<file path="src/rtl/inst_fetch_queue_if.sv">
// inst_fetch_queue_if: bundle of fetch-side and ID-side signals around the fetch queue
//   fetch_issue     PC address accepted by the read adapter (one-cycle pulse)
//   fetch_allow     queue has room for another fetch to be issued
//   inst/inst_addr  returned instruction word and its address, qualified by inst_valid
//   inst_read_ready queue accepts a returned word this cycle
//   flush           branch/exception redirect
//   id_inst/id_pc   head entry, qualified by id_valid, consumed with id_ready
//   master: fetch/ID side driving the queue; slave: the queue itself
interface inst_fetch_queue_if;
   logic        fetch_issue;
   logic        fetch_allow;
   logic [31:0] inst;
   logic [31:0] inst_addr;
   logic        inst_valid;
   logic        inst_read_ready;
   logic        flush;
   logic [31:0] id_inst;
   logic [31:0] id_pc;
   logic        id_valid;
   logic        id_ready;
   modport master (
      output fetch_issue, inst, inst_addr, inst_valid, flush, id_ready,
      input  fetch_allow, inst_read_ready, id_inst, id_pc, id_valid
   );
   modport slave (
      input  fetch_issue, inst, inst_addr, inst_valid, flush, id_ready,
      output fetch_allow, inst_read_ready, id_inst, id_pc, id_valid
   );
endinterface

</file>
<file path="src/rtl/inst_fetch_queue.sv">
// inst_fetch_queue: buffers fetched instruction words with their addresses for the ID stage
//   clk    rising-edge clock
//   reset  synchronous active-low reset
//   bus    inst_fetch_queue_if.slave (fetch issue/response side and ID head side)
module inst_fetch_queue #(
   parameter int DEPTH = 4,
   parameter int PTR_W = 2
) (
   input logic clk,
   input logic reset,
   inst_fetch_queue_if.slave bus
);
   localparam logic [PTR_W:0]   FULL = (PTR_W+1)'(DEPTH);
   localparam logic [PTR_W:0]   ONE  = (PTR_W+1)'(1);
   localparam logic [PTR_W-1:0] PONE = PTR_W'(1);
   localparam logic [PTR_W+1:0] LIM  = (PTR_W+2)'(DEPTH);
   logic [31:0]      inst_mem_q [DEPTH];
   logic [31:0]      pc_mem_q [DEPTH];
   logic [PTR_W-1:0] wr_ptr_q, wr_ptr_d, rd_ptr_q, rd_ptr_d;
   logic [PTR_W:0]   count_q, count_d, outst_q, outst_d, discard_q, discard_d;
   logic             has, resp, enq, deq, resp_cnt;
   always_comb begin
      has = count_q != '0;
      bus.id_valid = reset && has && !bus.flush;
      bus.id_inst = (reset && has) ? inst_mem_q[rd_ptr_q] : '0;
      bus.id_pc = (reset && has) ? pc_mem_q[rd_ptr_q] : '0;
      // stale responses are always drained, even when the queue is full
      bus.inst_read_ready = reset && (discard_q != '0 || count_q != FULL);
      // entries held plus fetches in flight must never exceed the storage
      bus.fetch_allow = reset && !bus.flush && (({1'b0, count_q} + {1'b0, outst_q}) < LIM);
      resp = bus.inst_valid && bus.inst_read_ready;
      enq = resp && discard_q == '0 && !bus.flush;
      deq = bus.id_valid && bus.id_ready;
      // a response with nothing outstanding is a protocol error and is not counted
      resp_cnt = resp && outst_q != '0;
      outst_d = (bus.fetch_issue && !resp_cnt) ? outst_q + ((outst_q != FULL) ? ONE : '0) :
                (!bus.fetch_issue && resp_cnt) ? outst_q - ONE : outst_q;
      count_d = bus.flush ? '0 : (enq && !deq) ? count_q + ONE : (!enq && deq) ? count_q - ONE : count_q;
      wr_ptr_d = bus.flush ? '0 : enq ? wr_ptr_q + PONE : wr_ptr_q;
      rd_ptr_d = bus.flush ? '0 : deq ? rd_ptr_q + PONE : rd_ptr_q;
      // on flush every fetch still in flight after this cycle is stale
      discard_d = bus.flush ? outst_d : (resp && discard_q != '0) ? discard_q - ONE : discard_q;
   end
   always_ff @(posedge clk) begin
      if (reset && enq) begin
         inst_mem_q[wr_ptr_q] <= bus.inst;
         pc_mem_q[wr_ptr_q] <= bus.inst_addr;
      end
   end
   always_ff @(posedge clk) begin
      if (!reset) begin
         wr_ptr_q <= '0;
         rd_ptr_q <= '0;
         count_q <= '0;
         outst_q <= '0;
         discard_q <= '0;
      end else begin
         wr_ptr_q <= wr_ptr_d;
         rd_ptr_q <= rd_ptr_d;
         count_q <= count_d;
         outst_q <= outst_d;
         discard_q <= discard_d;
      end
   end
endmodule

</file>
<file path="src/flat_wrapper.sv">
// flat-port wrapper written by rule: the top's interface ports become plain ports
module inst_fetch_queue_flat 
#(
   parameter int DEPTH = 4,
   parameter int PTR_W = 2
)
  (clk, reset, bus_fetch_issue, bus_inst, bus_inst_addr, bus_inst_valid, bus_flush, bus_id_ready, bus_fetch_allow, bus_inst_read_ready, bus_id_inst, bus_id_pc, bus_id_valid);
  inst_fetch_queue_if bus_i ();
  input logic clk;
  input logic reset;
  input wire logic [$bits(bus_i.fetch_issue)-1:0] bus_fetch_issue;
  input wire logic [$bits(bus_i.inst)-1:0] bus_inst;
  input wire logic [$bits(bus_i.inst_addr)-1:0] bus_inst_addr;
  input wire logic [$bits(bus_i.inst_valid)-1:0] bus_inst_valid;
  input wire logic [$bits(bus_i.flush)-1:0] bus_flush;
  input wire logic [$bits(bus_i.id_ready)-1:0] bus_id_ready;
  output wire logic [$bits(bus_i.fetch_allow)-1:0] bus_fetch_allow;
  output wire logic [$bits(bus_i.inst_read_ready)-1:0] bus_inst_read_ready;
  output wire logic [$bits(bus_i.id_inst)-1:0] bus_id_inst;
  output wire logic [$bits(bus_i.id_pc)-1:0] bus_id_pc;
  output wire logic [$bits(bus_i.id_valid)-1:0] bus_id_valid;
  assign bus_i.fetch_issue = bus_fetch_issue;
  assign bus_i.inst = bus_inst;
  assign bus_i.inst_addr = bus_inst_addr;
  assign bus_i.inst_valid = bus_inst_valid;
  assign bus_i.flush = bus_flush;
  assign bus_i.id_ready = bus_id_ready;
  assign bus_fetch_allow = bus_i.fetch_allow;
  assign bus_inst_read_ready = bus_i.inst_read_ready;
  assign bus_id_inst = bus_i.id_inst;
  assign bus_id_pc = bus_i.id_pc;
  assign bus_id_valid = bus_i.id_valid;
  inst_fetch_queue #(.DEPTH(DEPTH), .PTR_W(PTR_W)) u_core (.clk(clk), .reset(reset), .bus(bus_i));
endmodule
</file>
<file path="config.mk">
export PLATFORM = sky130hd
export DESIGN_NAME = inst_fetch_queue_flat
export DESIGN_NICKNAME = d
export VERILOG_FILES = /design/src/rtl/inst_fetch_queue_if.sv /design/src/rtl/inst_fetch_queue.sv /design/src/flat_wrapper.sv
export SDC_FILE = /design/constraint.sdc
export NUM_CORES = 1
export LEC_CHECK = 0
export CELL_PAD_IN_SITES_DETAIL_PLACEMENT = 2
export CELL_PAD_IN_SITES_GLOBAL_PLACEMENT = 2
export CORE_ASPECT_RATIO = 1.5
export CORE_UTILIZATION = 43
export CTS_CLUSTER_SIZE = 12
export DETAILED_ROUTE_END_ITERATION = 16
export DONT_BUFFER_PORTS = 1
export GPL_ROUTABILITY_DRIVEN = 0
export PLACE_DENSITY = 0.73
export RECOVER_POWER = 50
export SLEW_MARGIN = 15
export SYNTH_ARGS = -nofsm -noshare
export SYNTH_HDL_FRONTEND = slang
export SYNTH_SLANG_ARGS = --single-unit
</file>
<file path="constraint.sdc">
create_clock -name clk -period 3.55 [get_ports clk]
set_input_delay 0.71 -clock clk [delete_from_list [all_inputs] [get_ports clk]]
set_output_delay 0.71 -clock clk [all_outputs]
set_load 0.03 [all_outputs]
</file>
==> results of run 1 <==
## critical path, delay by kind of cell (launching register included)
kind          cells  cell delay (ns)
simple gates      3             1.04
flops             1             0.50
buf+inv           1             0.34
## cells by family after synthesis
| group | count (synthesis) |
|---|---|
| adders and majority gates | 14 |
| buffers and inverters | 31 |
| and+or+nand+nor | 106 |
| DFF | 271 |
| AOI/OAI and AO/OA | 14 |
| xor gates and xnor gates | 9 |
| muxes | 68 |
## cells in the final DEF (no fill, tap or decap), drive strengths merged, types with 5 or more instances in the layout
| cell type | count |
|---|---|
| buf | 24 |
| inv | 9 |
| ha | 13 |
| nor2 | 15 |
| a21oi | 6 |
| xnor2 | 5 |
| mux4 | 64 |
| edfxtp | 256 |
| clkbuf | 45 |
| nand2 | 6 |
| dfxtp | 15 |
| nor2b | 66 |
## stage by stage
step	hold WS, ns	instance area [µm²]
after floorplan	0.4847	10570
after global placement	0.5016	11140
after detailed placement	0.5291	11140
after CTS	0.2485	11920
after global routing	0.2521	11900
final	0.2723	11900
## state kept, by name, summed over array words and instances (netlist names), named ones only
signal and flops:
u_core.inst_mem_q 128, u_core.pc_mem_q 128, u_core.count_q 3, u_core.discard_q 3
u_core.outst_q 3, u_core.rd_ptr_q 2, u_core.wr_ptr_q 2
## synth_stat cells (all sizes together) (5+ instances only)
cell type	instances
a21oi	6
buf	8
clkbuf	15
dfxtp	15
edfxtp	256
ha	13
inv	8
mux4	64
nand2	6
nor2	15
nor2b	66
xnor2	5
## power by group through the flow
stage / sequential (W) / combinational (W) / clock (W)
6_report: 0.00355 / 0.000211 / 0.00257
5_1_grt: 0.00356 / 0.000233 / 0.00272
4_1_cts: 0.00355 / 0.000223 / 0.00262
3_5_place_dp: 0.00362 / 0.000221 / 0
3_3_place_gp: 0.00362 / 0.000209 / 0
2_1_floorplan: 0.00362 / 0.000165 / 0
## cell type report
| class | instances | area (µm²) | share of cell area, % |
|---|---|---|---|
| well taps | 319 | 399.1 | 3.353 |
| inverters | 8 | 30.03 | 0.2523 |
| repair buffers | 25 | 246.5 | 2.071 |
| clock inverters | 3 | 16.27 | 0.1367 |
| clock buffers | 44 | 759.5 | 6.381 |
| flip-flops and latches | 271 | 7995 | 67.17 |
| multi-input cells | 211 | 2456 | 20.63 |
## worst paths after layout
| kind | endpoint | cells past startpoint |
|---|---|---|
| worst max-delay path | bus_id_pc[21] | 4 |
| worst min register to register | u_core.rd_ptr_q[1] | 2 |
| worst min-delay path | u_core.inst_mem_q[2][12] | 0 |
| worst max register to register | u_core.pc_mem_q[2][19] | 7 |
## metal layers
| layer | GRT usage [%] | share of wire, % |
|---|---|---|
| met3 | 4.553 | 5.9 |
| met4 | 4.651 | 1.6 |
| met1 | 22.06 | 37 |
| met5 | 0 | 0 |
| met2 | 36.34 | 56 |
==> flow_metrics.env, run 1 <==
export IMPL_status="completed"
export IMPL_worstHoldStart="bus_inst[12]"
export IMPL_crit_start="u_core.count_q[2]"
export IMPL_synth_fa_ha_area_share_pct=1.729
export IMPL_route_antenna_remaining_nets=0
export IMPL_synth_main_ff_cell="edfxtp_1"
export IMPL_port_buffers=0
export IMPL_path_cells="nor3_1, nand2b_4, buf_4, nor2b_1"
export IMPL_syn_area_mm2=0.01057
export IMPL_clk_pin_slew_worst_paths_ns=0.07
export IMPL_overflow=0
export IMPL_cts_tree="done"
export IMPL_worstPathRequired_ns=2.84
export IMPL_nNetsFinal=628
export IMPL_hpwl_mm=16.24
export IMPL_maxCapViolCount=0
export IMPL_pwr_share_comb_pct=3.3
export IMPL_yosysTopAreaCell="edfxtp_1"
export IMPL_track_usage_pct=19.51
export IMPL_tightestPinTransition_ns=1.076
export IMPL_max_clock_path_buffers=3
export IMPL_cts_buffers=27
export IMPL_p_sw_share_pct=20.09
export IMPL_htreeDepth=1
export IMPL_synthTopCellsByArea="edfxtp_1 (73%), mux4_2 (14%), nor2b_1 (3.9%)"
export IMPL_numClockSinks=271
export IMPL_synth_top_family_by_area="multiplexers"
export IMPL_worstSetupPathType="register to output port"
export IMPL_vias=4815
export IMPL_synth_compound_area_share_pct=0.8880
export IMPL_vdd_drop_max_mv=0.3309
export IMPL_end_kind="output port"
export IMPL_hold_viol_final=0
export IMPL_final_setup_tns_ns=0
export IMPL_start_util_pct=44.19
export IMPL_power_leakage_nw=3.655
export IMPL_holdCritPathClass="input port to register"
export IMPL_wl_mm=23.70
export IMPL_drive_gt1_share_pct=22.24
export IMPL_avgViaCountPerCell=5.465
export IMPL_synthSimpleGateAreaFrac_pct=5.849
export IMPL_die_x_um=130
export IMPL_period_share_pct=88.47
export IMPL_synthArstFlopShare_pct=0
export IMPL_synthXorXnorAreaFrac_pct=0.7459
export IMPL_dr_pass1_iters=4
export IMPL_rsz0062_at_grt="no"
export IMPL_r2r_slack_ns=0.47
export IMPL_antenna_cells=0
export IMPL_cp_max_fo=36
export IMPL_grt_pass1_wl_mm=35.40
export IMPL_slew_headroom_pct=28.27
export IMPL_grt_max_degree=37
export IMPL_nFillCells=2105
export IMPL_power_density_mw_per_mm2=532.1
export IMPL_die_h_um=194
export IMPL_post_place_ws_ns=0.4519
export IMPL_avgSynthCellArea_um2=20.60
export IMPL_crit_arrival_ns=2.43
export IMPL_seq_power_share_pct=56.1
export IMPL_post_cts_setup_buffers=0
export IMPL_row_count=69
export IMPL_grt_pass1_vias=5546
export IMPL_core_mm2=0.02391
export IMPL_yosysTopAreaCellShare_pct=72.74
export IMPL_hold_buffers=0
export IMPL_drt_initial_drc_count=196
export IMPL_post_cts_resized=1
export IMPL_internal_power_w=0.005062
export IMPL_synthToLayoutAreaGrowth_pct=12.63
export IMPL_power_w=0.006334
export IMPL_ios=137
export IMPL_synth_seq_cells=271
export IMPL_fin_util_pct=49.77
export IMPL_syn_num_nets=597
export IMPL_synth_edf_count=256
export IMPL_post_synth_num_cell_types=30
export IMPL_min_period_ns=3.141
export IMPL_synth_cells=513
export IMPL_finalNonFillerCells=881
export IMPL_dp_cells=834
export IMPL_worstReg2RegStart="u_core.discard_q[0]"
export IMPL_clock_latency_ns=0.53
export IMPL_yosys_warnings=0
export IMPL_clkPwrFrac_pct=40.6
export IMPL_slew_viol_final=0
export IMPL_drc=0
export IMPL_antenna_found_initial=0
export IMPL_clock_skew_ns=0.01010
export IMPL_cpPeakStageDelay_ns=0.53
export IMPL_ys_seq_area_share_pct=75.59
export IMPL_synthMuxAreaShare_pct=14.02
export IMPL_dieArea_mm2=0.02522
export IMPL_final_setup_viol_count=0
export IMPL_p_sw_w=0.001272
export IMPL_critPathLaunchType="register"
export IMPL_routedWlPerCell_um=26.90
export IMPL_clock_fmax_ghz=0.3184
export IMPL_root_buffer="clkbuf_16"
export IMPL_slowest_stage="nor2b_1"
export IMPL_setup_ws_ns=0.4093
(Power assumes the default switching activity.)
==> run 2, diff against run 1 <==
CAP_MARGIN = 5   (was default)
SLEW_MARGIN = 25   (was 15)
==> results of run 2 <==
The final DEF is identical to that of run 1; final timing and power are the same.
==> run 3, diff against run 2 <==
CORE_UTILIZATION = 52   (was 43)
PLACE_DENSITY = 0.83   (was 0.73)
clock period = 3.7 ns   (was 3.55 ns; I/O delays follow)
==> run 3 against run 2 <==
Net effect:
- the run now fails in detailed placement (3_5_place_dp)
- synthesized cell count did not move
- synthesized area did not move
==> flow_metrics.env, run 3 <==
export IMPL_post_synth_num_cell_types=30
export IMPL_row_count=63
export IMPL_ys_seq_area_share_pct=75.59
export IMPL_status="aborted with a tool error"
export IMPL_port_buffers=0
export IMPL_yosysTopAreaCell="edfxtp_1"
export IMPL_yosys_warnings=0
export IMPL_avgSynthCellArea_um2=20.60
export IMPL_tool_error="[ERROR DPL-0033] detailed placement checks failed during check placement."
export IMPL_ys_top_cells_by_count="edfxtp_1 (256), nor2b_1 (66), mux4_2 (64)"
export IMPL_die_x_um=118.4
export IMPL_synth_cells=513
export IMPL_syn_area_mm2=0.01057
export IMPL_stop_stage="detailed placement (3_5_place_dp)"
export IMPL_synth_seq_cells=271
export IMPL_yosysTopAreaCellShare_pct=72.74
export IMPL_synthTopCellsByArea="edfxtp_1 (73%), mux4_2 (14%), nor2b_1 (3.9%)"
export IMPL_synthSimpleGateAreaFrac_pct=5.849
export IMPL_synthArstFlopShare_pct=0
export IMPL_synth_edf_count=256
export IMPL_die_h_um=176.6
export IMPL_synth_fa_ha_area_share_pct=1.729
export IMPL_hpwl_mm=16.02
export IMPL_ios=137
export IMPL_start_util_pct=53.20
export IMPL_syn_num_nets=597
export IMPL_synth_compound_area_share_pct=0.8880
export IMPL_synthXorXnorAreaFrac_pct=0.7459
export IMPL_synth_most_common_cell="edfxtp_1"
export IMPL_synthMuxAreaShare_pct=14.02
export IMPL_synth_main_ff_cell="edfxtp_1"
export IMPL_synth_top_family_by_area="multiplexers"
-- run 3: cells by family after synthesis --
family | after synthesis
buffers and inverters | 31
AO/OA/AOI/OAI | 14
adder cells (fa/ha/maj) | 14
multiplexers | 68
flip-flops | 271
AND/OR/NAND/NOR | 106
XOR/XNOR | 9
-- run 3: metrics by stage --
step | setup slack [ns] | cells | hold slack [ns] | instance area (µm²)
floorplan | 0.2213 | 513 | 0.4847 | 10570
global placement | 0.6855 | 761 | 0.5116 | 10980
==> run 4, diff against run 3 <==
CELL_PAD_IN_SITES_DETAIL_PLACEMENT = default   (was 2)
CELL_PAD_IN_SITES_GLOBAL_PLACEMENT = default   (was 2)
CORE_ASPECT_RATIO = default   (was 1.5)
CORE_UTILIZATION = 40   (was 52)
CTS_CLUSTER_SIZE = default   (was 12)
PLACE_DENSITY = default   (was 0.83)
PLACE_DENSITY_LB_ADDON = 0.15   (was default)
==> run 4 against run 3 <==
Net effect:
- the run now ends clean
==> flow_metrics.env, run 4 (synthesis gave the netlist of run 1 again) <==
export IMPL_overflow=0
export IMPL_post_cts_resized=0
export IMPL_maxCapViolCount=0
export IMPL_routedWlPerCell_um=22.30
export IMPL_root_buffer="clkbuf_16"
export IMPL_die_x_um=164.5
export IMPL_track_usage_pct=14.98
export IMPL_critical_path_buf_inv_count=1
export IMPL_drt_initial_drc_count=189
export IMPL_grt_max_degree=35
export IMPL_seq_power_share_pct=55.0
export IMPL_final_setup_tns_ns=0
export IMPL_grt_pass1_vias=5084
export IMPL_final_common_cell="edfxtp_1"
export IMPL_port_buffers=0
export IMPL_htreeDepth=1
export IMPL_drive_gt1_share_pct=21.72
export IMPL_grt_pass1_wl_mm=30.07
export IMPL_ios=137
export IMPL_clkPwrFrac_pct=41.9
export IMPL_core_mm2=0.02598
export IMPL_pwr_share_comb_pct=3.1
export IMPL_period_share_pct=84.28
export IMPL_path_cells="buf_12, mux4_2, nor2b_1"
export IMPL_final_setup_viol_count=0
export IMPL_antenna_found_initial=0
export IMPL_slew_headroom_pct=48.77
export IMPL_clock_skew_ns=0.007737
export IMPL_r2r_slack_ns=0.84
export IMPL_min_path_cells=0
export IMPL_fin_util_pct=45.94
export IMPL_clk_pin_slew_worst_paths_ns=0.06
export IMPL_wl_mm=19.90
export IMPL_holdPathEnd="u_core.inst_mem_q[1][17]"
export IMPL_route_antenna_remaining_nets=0
export IMPL_end_kind="output port"
export IMPL_worstPathRequired_ns=2.96
export IMPL_tightestPinTransition_ns=0.7639
export IMPL_start_util_pct=40.67
export IMPL_crit_family="flip-flops"
export IMPL_synthToLayoutAreaGrowth_pct=12.95
export IMPL_nFillCells=2204
export IMPL_crit_arrival_ns=2.38
export IMPL_cts_tree="done"
export IMPL_reg2regPathDepth=11
export IMPL_clock_fmax_ghz=0.3207
export IMPL_clock_latency_ns=0.53
export IMPL_power_density_mw_per_mm2=519.0
export IMPL_timing_hold_ws_ns=0.2923
export IMPL_die_h_um=164.5
export IMPL_hold_viol_final=0
export IMPL_vdd_drop_max_mv=0.3854
export IMPL_numClockSinks=271
export IMPL_cts_buffers=29
export IMPL_slowest_stage="dfxtp_4"
export IMPL_avgViaCountPerCell=5.244
export IMPL_hpwl_mm=12.00
export IMPL_largestRegisters="u_core.inst_mem_q (128), u_core.pc_mem_q (128)"
export IMPL_drc=0
export IMPL_status="completed"
export IMPL_vias=4678
export IMPL_row_count=59
export IMPL_critPathLaunchType="register"
export IMPL_nNetsFinal=621
export IMPL_worstHoldStart="bus_inst[17]"
export IMPL_dieArea_mm2=0.02707
export IMPL_power_leakage_nw=3.636
export IMPL_reg2reg_to="u_core.count_q[2]"
export IMPL_post_cts_setup_buffers=0
export IMPL_max_clock_path_buffers=3
export IMPL_cp_max_fo=34
export IMPL_antenna_cells=0
export IMPL_p_sw_share_pct=19.92
export IMPL_p_sw_w=0.001234
export IMPL_cpPeakStageDelay_ns=0.70
export IMPL_hold_buffers=0
export IMPL_slew_viol_final=0
export IMPL_min_period_ns=3.119
export IMPL_holdCritPathClass="input port to register"
export IMPL_dr_pass1_iters=6
export IMPL_final_cell_mix="edfxtp_1 (256), nor2b_1 (66), mux4_2 (64), clkbuf_16 (29), nor2_1 (15)"
export IMPL_worstSetupPathType="register to output port"
export IMPL_worstReg2RegStart="u_core.discard_q[0]"
export IMPL_internal_power_w=0.004961
export IMPL_rsz0062_at_grt="no"
## run 4: metal layers
layer	track usage, %	part of all wire [%]	up-vias
met3	5.324	8.1	30
met4	3.753	1.9	0
li1	-	-	2092
met5	0	0	-
met1	18.22	41	2439
met2	25.34	49	117
## run 4: cell type report
cell class	count	area [µm²]	share of cell area, %
Clock buffer	37	755.7	6.331
Multi-Input combinational cell	211	2455	20.57
Sequential cell	271	7995	66.98
Timing Repair Buffer	16	191.4	1.604
Clock inverter	14	90.09	0.7547
Inverter	8	30.03	0.2516
Tap cell	335	419.2	3.512
## run 4: power by group through the flow
| stage | clock (W) | sequential, W | combinational (W) |
|---|---|---|---|
| floorplan | 0 | 0.00347 | 0.000158 |
| global placement | 0 | 0.00347 | 0.000196 |
| detailed placement | 0 | 0.00347 | 0.000200 |
| CTS | 0.00268 | 0.00341 | 0.000202 |
| global route | 0.00279 | 0.00341 | 0.000214 |
| finish | 0.00260 | 0.00341 | 0.000192 |
## run 4: how the worst max path moves through the flow
stage,start,to,slack [ns],depth (start not counted)
after floorplan,bus_inst_valid,u_core.inst_mem_q[0][0],0.22,4
after global placement,bus_inst_valid,u_core.count_q[2],0.63,9
after detailed placement,bus_inst_valid,u_core.count_q[2],0.58,9
after CTS,register,bus_id_inst[4],0.52,3
after global routing,register,bus_id_inst[4],0.46,3
final,register,bus_id_inst[4],0.58,3
## run 4: worst register-to-register path: stages (launching register included)
cell and delay (ns):
dfxtp_1 0.32, inv_1 0.08, ha_1 0.19, nand2b_1 0.09, a211oi_1 0.42, nor2b_1 0.38
ha_1 0.26, inv_1 0.06, fa_1 0.38, xor2_1 0.18, or3_1 0.31, a21oi_1 0.14
## run 4: metrics by stage
stage,instance area (µm²),setup WS [ns],cells,power [W]
detailed placement,11110,0.5848,841,0.003672
global placement,11110,0.6350,841,0.003666
floorplan,10570,0.2213,513,0.003628
global route,11940,0.4551,892,0.006412
finish,11940,0.5815,892,0.006195
CTS,11950,0.5189,892,0.006284
